### src/rtl/irq_controller.sv
// Vectored interrupt controller: synchronized sources, register bus, one-at-a-time service FSM.
// Optional feature macro: IRQ_CTRL_EDGE_EN (per-channel edge mode with W1C pending bits).
module irq_controller #(
  parameter int unsigned NUM_IRQ    = 8,
  parameter logic [31:0] VEC_BASE   = 32'h0000_0010,
  parameter int unsigned VEC_STRIDE = 4
) (
  input  logic               clk,
  input  logic               reset_n_i,
  input  logic               ce_i,
  input  logic [NUM_IRQ-1:0] irq_i,
  output logic [NUM_IRQ-1:0] eoi_o,
  output logic               irq_req_o,
  output logic [4:0]         irq_num_o,
  output logic [31:0]        irq_vec_o,
  input  logic               irq_ack_i,
  input  logic               eoi_i,
  input  logic               sel_i,
  input  logic [3:0]         addr_i,
  input  logic               we_i,
  input  logic [31:0]        data_i,
  output logic [31:0]        data_o,
  output logic               ack_o
);

  typedef enum logic [1:0] {IDLE, REQUEST, IN_SERVICE, EOI_HOLD} state_e;

  state_e             state_q, state_d;
  logic [NUM_IRQ-1:0] sync1_q, sync2_q;
  logic [NUM_IRQ-1:0] en_q, en_d;
  logic [NUM_IRQ-1:0] eoi_q, eoi_d;
  logic               req_q, req_d;
  logic [4:0]         num_q, num_d;
  logic [31:0]        vec_q, vec_d;
  logic               ack_q, ack_d;
  logic [31:0]        rdata_q, rdata_d;
  logic [NUM_IRQ-1:0] mode_c;
  logic [NUM_IRQ-1:0] pending_c;
  logic [NUM_IRQ-1:0] active_c;
  logic [NUM_IRQ-1:0] num_mask_c;
  logic [NUM_IRQ-1:0] svc_clr_c;
  logic [NUM_IRQ-1:0] wdata_c;
  logic [4:0]         first_c;
  logic               en_cur_c;
  logic               access_c;
  logic               wr_c;
  logic               unused_ok_c;

  assign unused_ok_c = ^{data_i, addr_i[1:0]};

`ifdef IRQ_CTRL_EDGE_EN
  logic [NUM_IRQ-1:0] mode_q, mode_d;
  logic [NUM_IRQ-1:0] pend_edge_q, pend_edge_d;

  // Edge channels latch on the cycle the synced line rises; set beats any clear.
  always_comb begin
    mode_d      = mode_q;
    pend_edge_d = pend_edge_q & ~svc_clr_c;
    if (wr_c && addr_i[3:2] == 2'd2) mode_d = wdata_c;
    if (wr_c && addr_i[3:2] == 2'd1) pend_edge_d = pend_edge_d & ~wdata_c;
    pend_edge_d = pend_edge_d | (sync1_q & ~sync2_q & mode_q);
  end

  // Edge-mode state registers.
  always_ff @(posedge clk or negedge reset_n_i) begin
    if (!reset_n_i) begin
      mode_q      <= '0;
      pend_edge_q <= '0;
    end else if (ce_i) begin
      mode_q      <= mode_d;
      pend_edge_q <= pend_edge_d;
    end
  end

  assign mode_c    = mode_q;
  assign pending_c = (mode_q & pend_edge_q) | (~mode_q & sync2_q);
`else
  assign mode_c    = '0;
  assign pending_c = sync2_q;
`endif

  assign active_c = pending_c & en_q;
  assign access_c = sel_i & ~ack_q;
  assign wr_c     = access_c & we_i;
  assign wdata_c  = data_i[NUM_IRQ-1:0];

  // Lowest-index active channel, enable of the latched channel, and its one-hot mask.
  always_comb begin
    first_c    = '0;
    en_cur_c   = 1'b0;
    num_mask_c = '0;
    for (int i = NUM_IRQ - 1; i >= 0; i--) begin
      if (active_c[i]) first_c = 5'(i);
    end
    for (int i = 0; i < NUM_IRQ; i++) begin
      if (5'(i) == num_q) begin
        en_cur_c      = en_q[i];
        num_mask_c[i] = 1'b1;
      end
    end
  end

  // Register bus: single-cycle ack one cycle after select, reads captured with the ack.
  always_comb begin
    en_d    = en_q;
    ack_d   = access_c;
    rdata_d = rdata_q;
    if (wr_c && addr_i[3:2] == 2'd0) en_d = wdata_c;
    if (access_c) begin
      case (addr_i[3:2])
        2'd0:    rdata_d = 32'(en_q);
        2'd1:    rdata_d = 32'(pending_c);
        2'd2:    rdata_d = 32'(mode_c);
        default: rdata_d = {state_q != IDLE, 26'd0, num_q};
      endcase
    end
  end

  // Service FSM next-state and outputs.
  always_comb begin
    state_d   = state_q;
    req_d     = req_q;
    num_d     = num_q;
    vec_d     = vec_q;
    eoi_d     = eoi_q;
    svc_clr_c = '0;
    case (state_q)
      IDLE: begin
        if (|active_c) begin
          num_d   = first_c;
          vec_d   = VEC_BASE + 32'(first_c) * 32'(VEC_STRIDE);
          req_d   = 1'b1;
          state_d = REQUEST;
        end
      end
      REQUEST: begin
        if (irq_ack_i) begin
          req_d     = 1'b0;
          eoi_d     = eoi_q & ~num_mask_c;
          svc_clr_c = num_mask_c;
          state_d   = IN_SERVICE;
        end else if (!en_cur_c) begin
          req_d   = 1'b0;
          state_d = IDLE;
        end
      end
      IN_SERVICE: begin
        if (eoi_i) begin
          eoi_d   = eoi_q | num_mask_c;
          state_d = EOI_HOLD;
        end
      end
      default: state_d = IDLE;
    endcase
  end

  // FSM state register.
  always_ff @(posedge clk or negedge reset_n_i) begin
    if (!reset_n_i)  state_q <= IDLE;
    else if (ce_i)   state_q <= state_d;
  end

  // Datapath, synchronizer and bus registers.
  always_ff @(posedge clk or negedge reset_n_i) begin
    if (!reset_n_i) begin
      sync1_q <= '0;
      sync2_q <= '0;
      en_q    <= '0;
      eoi_q   <= '1;
      req_q   <= 1'b0;
      num_q   <= '0;
      vec_q   <= VEC_BASE;
      ack_q   <= 1'b0;
      rdata_q <= '0;
    end else if (ce_i) begin
      sync1_q <= irq_i;
      sync2_q <= sync1_q;
      en_q    <= en_d;
      eoi_q   <= eoi_d;
      req_q   <= req_d;
      num_q   <= num_d;
      vec_q   <= vec_d;
      ack_q   <= ack_d;
      rdata_q <= rdata_d;
    end
  end

  assign eoi_o     = eoi_q;
  assign irq_req_o = req_q;
  assign irq_num_o = num_q;
  assign irq_vec_o = vec_q;
  assign ack_o     = ack_q;
  assign data_o    = rdata_q;

endmodule

### config.mk
export PLATFORM = sky130hd
export DESIGN_NAME = irq_controller
export DESIGN_NICKNAME = d
export VERILOG_FILES = /design/src/rtl/irq_controller.sv
export SDC_FILE = /design/constraint.sdc
export NUM_CORES = 1
export LEC_CHECK = 0
export ABC_CLOCK_PERIOD_IN_PS = 2400
export CORE_UTILIZATION = 63
export DETAILED_ROUTE_END_ITERATION = 8
export DONT_BUFFER_PORTS = 1
export GPL_TIMING_DRIVEN = 0
export PLACE_DENSITY = 0.79
export SYNTH_ARGS = -nofsm -noshare
export SYNTH_HDL_FRONTEND = slang
export SYNTH_SLANG_ARGS = --single-unit
### constraint.sdc
create_clock -name clk -period 2.4 [get_ports clk]
set_clock_uncertainty 0.2 [all_clocks]
set_input_delay 0.48 -clock clk [delete_from_list [all_inputs] [get_ports clk]]
set_output_delay 0.48 -clock clk [all_outputs]
set_load 0.1 [all_outputs]
After elaboration in Yosys (flattened, before gate mapping)

Index checks and enable logic that the tools add are counted.

$add $sub $neg: 1
$mul: 0
Div/mod/pow operators: 0
Order comparisons: 0
Eq/ne operators: 15
Shift operators: 0
Multiplexer cells: 37
Bitwise operators: 7
Reduce and logical (&&, ||, !) cells: 14

Operator list:

| operator            | count |
|---|---|
| $pmux 32 s3         | 1 |
| $mux 5              | 5 |
| $eq 3x5->1 const A  | 4 |
| $mux 1              | 19 |
| $and 8x8->8         | 2 |
| $mux 8              | 2 |
| $pmux 8 s2          | 1 |
| $reduce_and 4->1    | 3 |
| $eq 2x5->1 const A  | 2 |
| $mux 3              | 3 |
| $add 5x7->8 const A | 1 |
| $mux 2              | 4 |
| $not 8->8           | 1 |
| $or 8x8->8          | 1 |
| $reduce_or 8->1     | 1 |
| $ne 2x2->1 const B  | 3 |
| $pmux 2 s3          | 1 |
| $reduce_bool 2->1   | 3 |
| $eq 1x5->1 const A  | 1 |
| $logic_not 5->1     | 1 |
| $eq 2x1->1 const B  | 2 |
| $eq 2x2->1 const B  | 2 |
| $logic_not 2->1     | 2 |
| $reduce_and 2->1    | 2 |
| 6 further kinds     | 7 |

Flip-flop bits (word level): 105
Latch bits: 0
RAM bits: 0
Bits in read-only memories: 0
Input bits: 51
Output and inout port bits: 79
Word-level logic and storage cells: 84
Memories kept: 0

Depth between registers and ports, before layout

Word-level depth: 12
Depth in mapped cells: 6
Depth with buffers taken out: 4

Least setup slack after synthesis

No wires, ideal clock.

Path kind: flip-flop to flip-flop
From: register ack_q, in the netlist ack_o
To: register en_q[0]
Arrival: 1.947 ns
Setup slack: 0.128 ns
Stages on the path, launching flop included: 6
Buffers on the path: 1
Period minus slack after synthesis: 2.272 ns
Cell sequence: dfrtp_1 -> inv_1 -> nand3_2 -> or4b_4 -> buf_6 -> mux2_4

Longest elaborated chain between the ends: 5

RTL lines:

| item                       | line | RTL |
|---|---|---|
| start: declaration         | 35   | `logic ack_q, ack_d;` |
| start signal: assignment   | 183  | `ack_q <= ack_d;` |
| $not 1->1                  | 83   | `assign access_c = sel_i & ~ack_q;` |
| $and 1x1->1                | 83   |  |
| $and 1x1->1                | 84   | `assign wr_c = access_c & we_i;` |
| $logic_and 1x1->1          | 108  | `if (wr_c && addr_i[3:2] == 2'd0) en_d = wdata_c;` |
| $reduce_and 2->1 (no line) | -    |  |
| end signal: assignment     | 178  | `en_q <= en_d;` |
| end: declaration           | 30   | `logic [NUM_IRQ-1:0] en_q, en_d;` |

Every way passes these cells.
A chain may end at the register's enable or synchronous reset.

Worst setup path in the final report

From: register ack_q, in the netlist ack_o
To: register en_q[2]

The elaborated chain is that of the path after synthesis.

==> flow_metrics.env <==
export IMPL_postSynthCellCount=252
export IMPL_synth_area_leaders="dfrtp_1 (36%), buf_4 (15%), mux2_2 (9.7%), dfstp_2 (8.5%), mux2i_1 (4.3%)"
export IMPL_grt_pass1_wl_mm=7.76
export IMPL_grt_max_degree=50
export IMPL_syn_to_final_growth_pct=14.4
export IMPL_final_layout_size_suffix_gt1_share_pct=37.9
export IMPL_worst_slew_pin_slew_ns=0.919
export IMPL_setup_viol=0
export IMPL_cts_sinks=49
export IMPL_maxCapViolations=0
export IMPL_start_util_pct=67.9
export IMPL_dp_hpwl_mm=3.92
export IMPL_vias_per_cell=5.20
export IMPL_drt_pass1_iterations=4
export IMPL_ctsLongestPathBuffers=2
export IMPL_synthMostInstantiatedCell="buf_4"
export IMPL_core_area_um2=4120
export IMPL_post_route_period_util_pct=90.8
export IMPL_wl_mm=5.25
export IMPL_synthAdderAreaFrac_pct=0
export IMPL_final_area_um2=3200
export IMPL_first_iter_violations=84
export IMPL_crit_family="flip-flops"
export IMPL_avgSynthCellArea_um2=11.1
export IMPL_critPathLaunchType="register"
export IMPL_grt_use_total_pct=23.5
export IMPL_status="finished, final reports clean"
export IMPL_synth_commonest_cells="buf_4 (57), dfrtp_1 (40), mux2_2 (24), nand2_1 (18), mux2i_1 (12)"
export IMPL_overflow=0
export IMPL_critPathMaxStageDelay_ns=0.61
export IMPL_drcViolationCount=0
export IMPL_synthFlopType="dfrtp_1"
export IMPL_synthXorXnorAreaFrac_pct=0
export IMPL_holdWs_ns=0.109
export IMPL_clkSlewWorstSetupHoldPaths_ns=0.09
export IMPL_ys_seq_area_share_pct=44.3
export IMPL_wl_per_cell_um=14.4
export IMPL_timing_final_max_slew_violations=0
export IMPL_antenna_left=0
export IMPL_final_util_pct=77.7
export IMPL_fin_crit_ns=2.18
export IMPL_nets=364
export IMPL_synth_top_family_by_area="multiplexers"
export IMPL_yosys_area_top_type="dfrtp_1"
export IMPL_cp_max_fo=8
export IMPL_hold_class="primary input to register"
export IMPL_synth_edff_count=0
export IMPL_final_cells=364
export IMPL_dp_cells=354
export IMPL_die_w_um=68.6
export IMPL_worstPathArrival_ns=2.18
export IMPL_grt_pass1_vias=1606
export IMPL_h_tree_depth=2
export IMPL_port_buffers=0
export IMPL_antenna_found_initial=0
export IMPL_rows=23
export IMPL_ir_drop_mv=0.853
export IMPL_p_leak_nw=1.60
export IMPL_diodes=0
export IMPL_cts_root_buf="clkbuf_8"
export IMPL_cts_inserted_buffers=5
export IMPL_die_h_um=68.6
export IMPL_synth_seq_cells=49
export IMPL_async_reset_ff_share_pct=100
export IMPL_ys_warn_count=0
export IMPL_max_slew_margin_pct=38.7
export IMPL_gp_congestion=0.854
export IMPL_crit_type="register to register"
export IMPL_synth_mux_area_share_pct=18.7
export IMPL_critPathSlowestCell="dfrtp_2"
export IMPL_synth_area_um2=2800
export IMPL_postCtsSetupBuffers=0
export IMPL_synth_simple_area_share_pct=9.31
export IMPL_endpoint_kind="register"
export IMPL_clk_latency_ns=0.31
export IMPL_place_area_um2=3050
export IMPL_via_count=1891
export IMPL_io_pins=130
export IMPL_path_cells="inv_1 -> nand3_2 -> or4b_4 -> buf_6 -> mux2_4"
export IMPL_synth_cell_types=40
export IMPL_synth_compound_area_share_pct=9.98
export IMPL_die_area_um2=4710
export IMPL_hold_viol=0
export IMPL_path_buf_inv=2
export IMPL_max_freq_mhz=459
export IMPL_rsz0062_at_grt="no"
export IMPL_synth_top_area_share_pct=35.8
export IMPL_cts_tree="yes"
export IMPL_required_ns=2.40
export IMPL_p_per_area_nw_per_um2=1280
-- worst register-to-register path: stages (launching register included) --
cell and delay [ns]:
dfrtp_2 0.61, inv_1 0.18, nand3_2 0.09, or4b_4 0.52, buf_6 0.17, mux2_4 0.30
-- kinds of logic (layout without fill, tap and decap cells) --
logic type | after synthesis | in the layout
buffers and inverters | 71 | 81
AND/OR/NAND/NOR | 48 | 48
other | 1 | 53
AO/OA/AOI/OAI | 38 | 38
flip-flops | 49 | 49
multiplexers | 45 | 45
-- power breakdown --
part | switching (mW) | total (mW) | internal [mW]
clock network | 0.270 | 0.530 | 0.261
logic | 0.899 | 1.33 | 0.434
registers | 1.14 | 2.22 | 1.08
total | 2.31 | 4.09 | 1.77
-- cell type report --
cell class,instances,area [µm²]
Inverter,3,11.3
Timing Repair Buffer,2,37.5
Fill cell,286,918
Clock inverter,1,5.00
Buffer,68,482
Multi-Input combinational cell,184,1260
Tap cell,50,62.6
Sequential cell,49,1240
Clock buffer,7,96.3
-- layer usage --
layer / GRT usage, % / part of all wire (%)
met5: 0 / 0
met4: 9.90 / 2.1
met3: 6.91 / 11
met2: 37.1 / 47
met1: 29.9 / 39
-- cells in the final DEF (no fill, tap or decap), types with 4 or more instances in the layout --
| master | count |
|---|---|
| o31ai_1 | 7 |
| conb_1 | 53 |
| mux2_4 | 8 |
| a22oi_1 | 5 |
| nor2_1 | 6 |
| mux2i_1 | 12 |
| o21ai_0 | 7 |
| clkbuf_8 | 7 |
| buf_4 | 57 |
| a22o_1 | 4 |
| dfrtp_2 | 4 |
| dfstp_2 | 9 |
| mux2_2 | 24 |
| nor3b_1 | 6 |
| dfrtp_1 | 36 |
| nor2b_1 | 7 |
| nand2_1 | 18 |
| clkbuf_1 | 6 |
-- stage by stage --
stage	TNS (ns)	power (mW)	setup slack [ns]
finish	0	4.09	0.221
global route	0	4.24	0.0802
CTS	0	4.09	0.216
detailed placement	-0.104	3.53	-0.0308
global placement	-0.0256	3.51	-0.0256
floorplan	0	3.35	0.128
-- repair_timing --
action                     4_1_cts  5_1_grt
resized for setup                4        0
setup endpoints to repair       13        0
hold buffers                     2        0
hold endpoints to repair        49        0
-- path summary, 6_finish.rpt --
| path | depth (start not counted) | start | slack (ns) | endpoint |
|---|---|---|---|---|
| max in group asynchronous | 2 | reset_n_i | 1.25 | async pin |
| max reg2reg | 5 | ack_o$_DFFE_PN0P_ | 0.22 | en_q[2]$_DFFE_PN0P_ |
| min reg2reg | 1 | sync1_q[7]$_DFFE_PN0P_ | 0.31 | sync1_q[7]$_DFFE_PN0P_ |
| max | 5 | ack_o$_DFFE_PN0P_ | 0.22 | en_q[2]$_DFFE_PN0P_ |
| min in group asynchronous | 2 | reset_n_i | 0.47 | data_o[5]$_DFFE_PN0P_ |
| min | 1 | data_i[7] | 0.11 | en_q[7]$_DFFE_PN0P_ |
No activity file was read; power rests on OpenSTA's default activity.
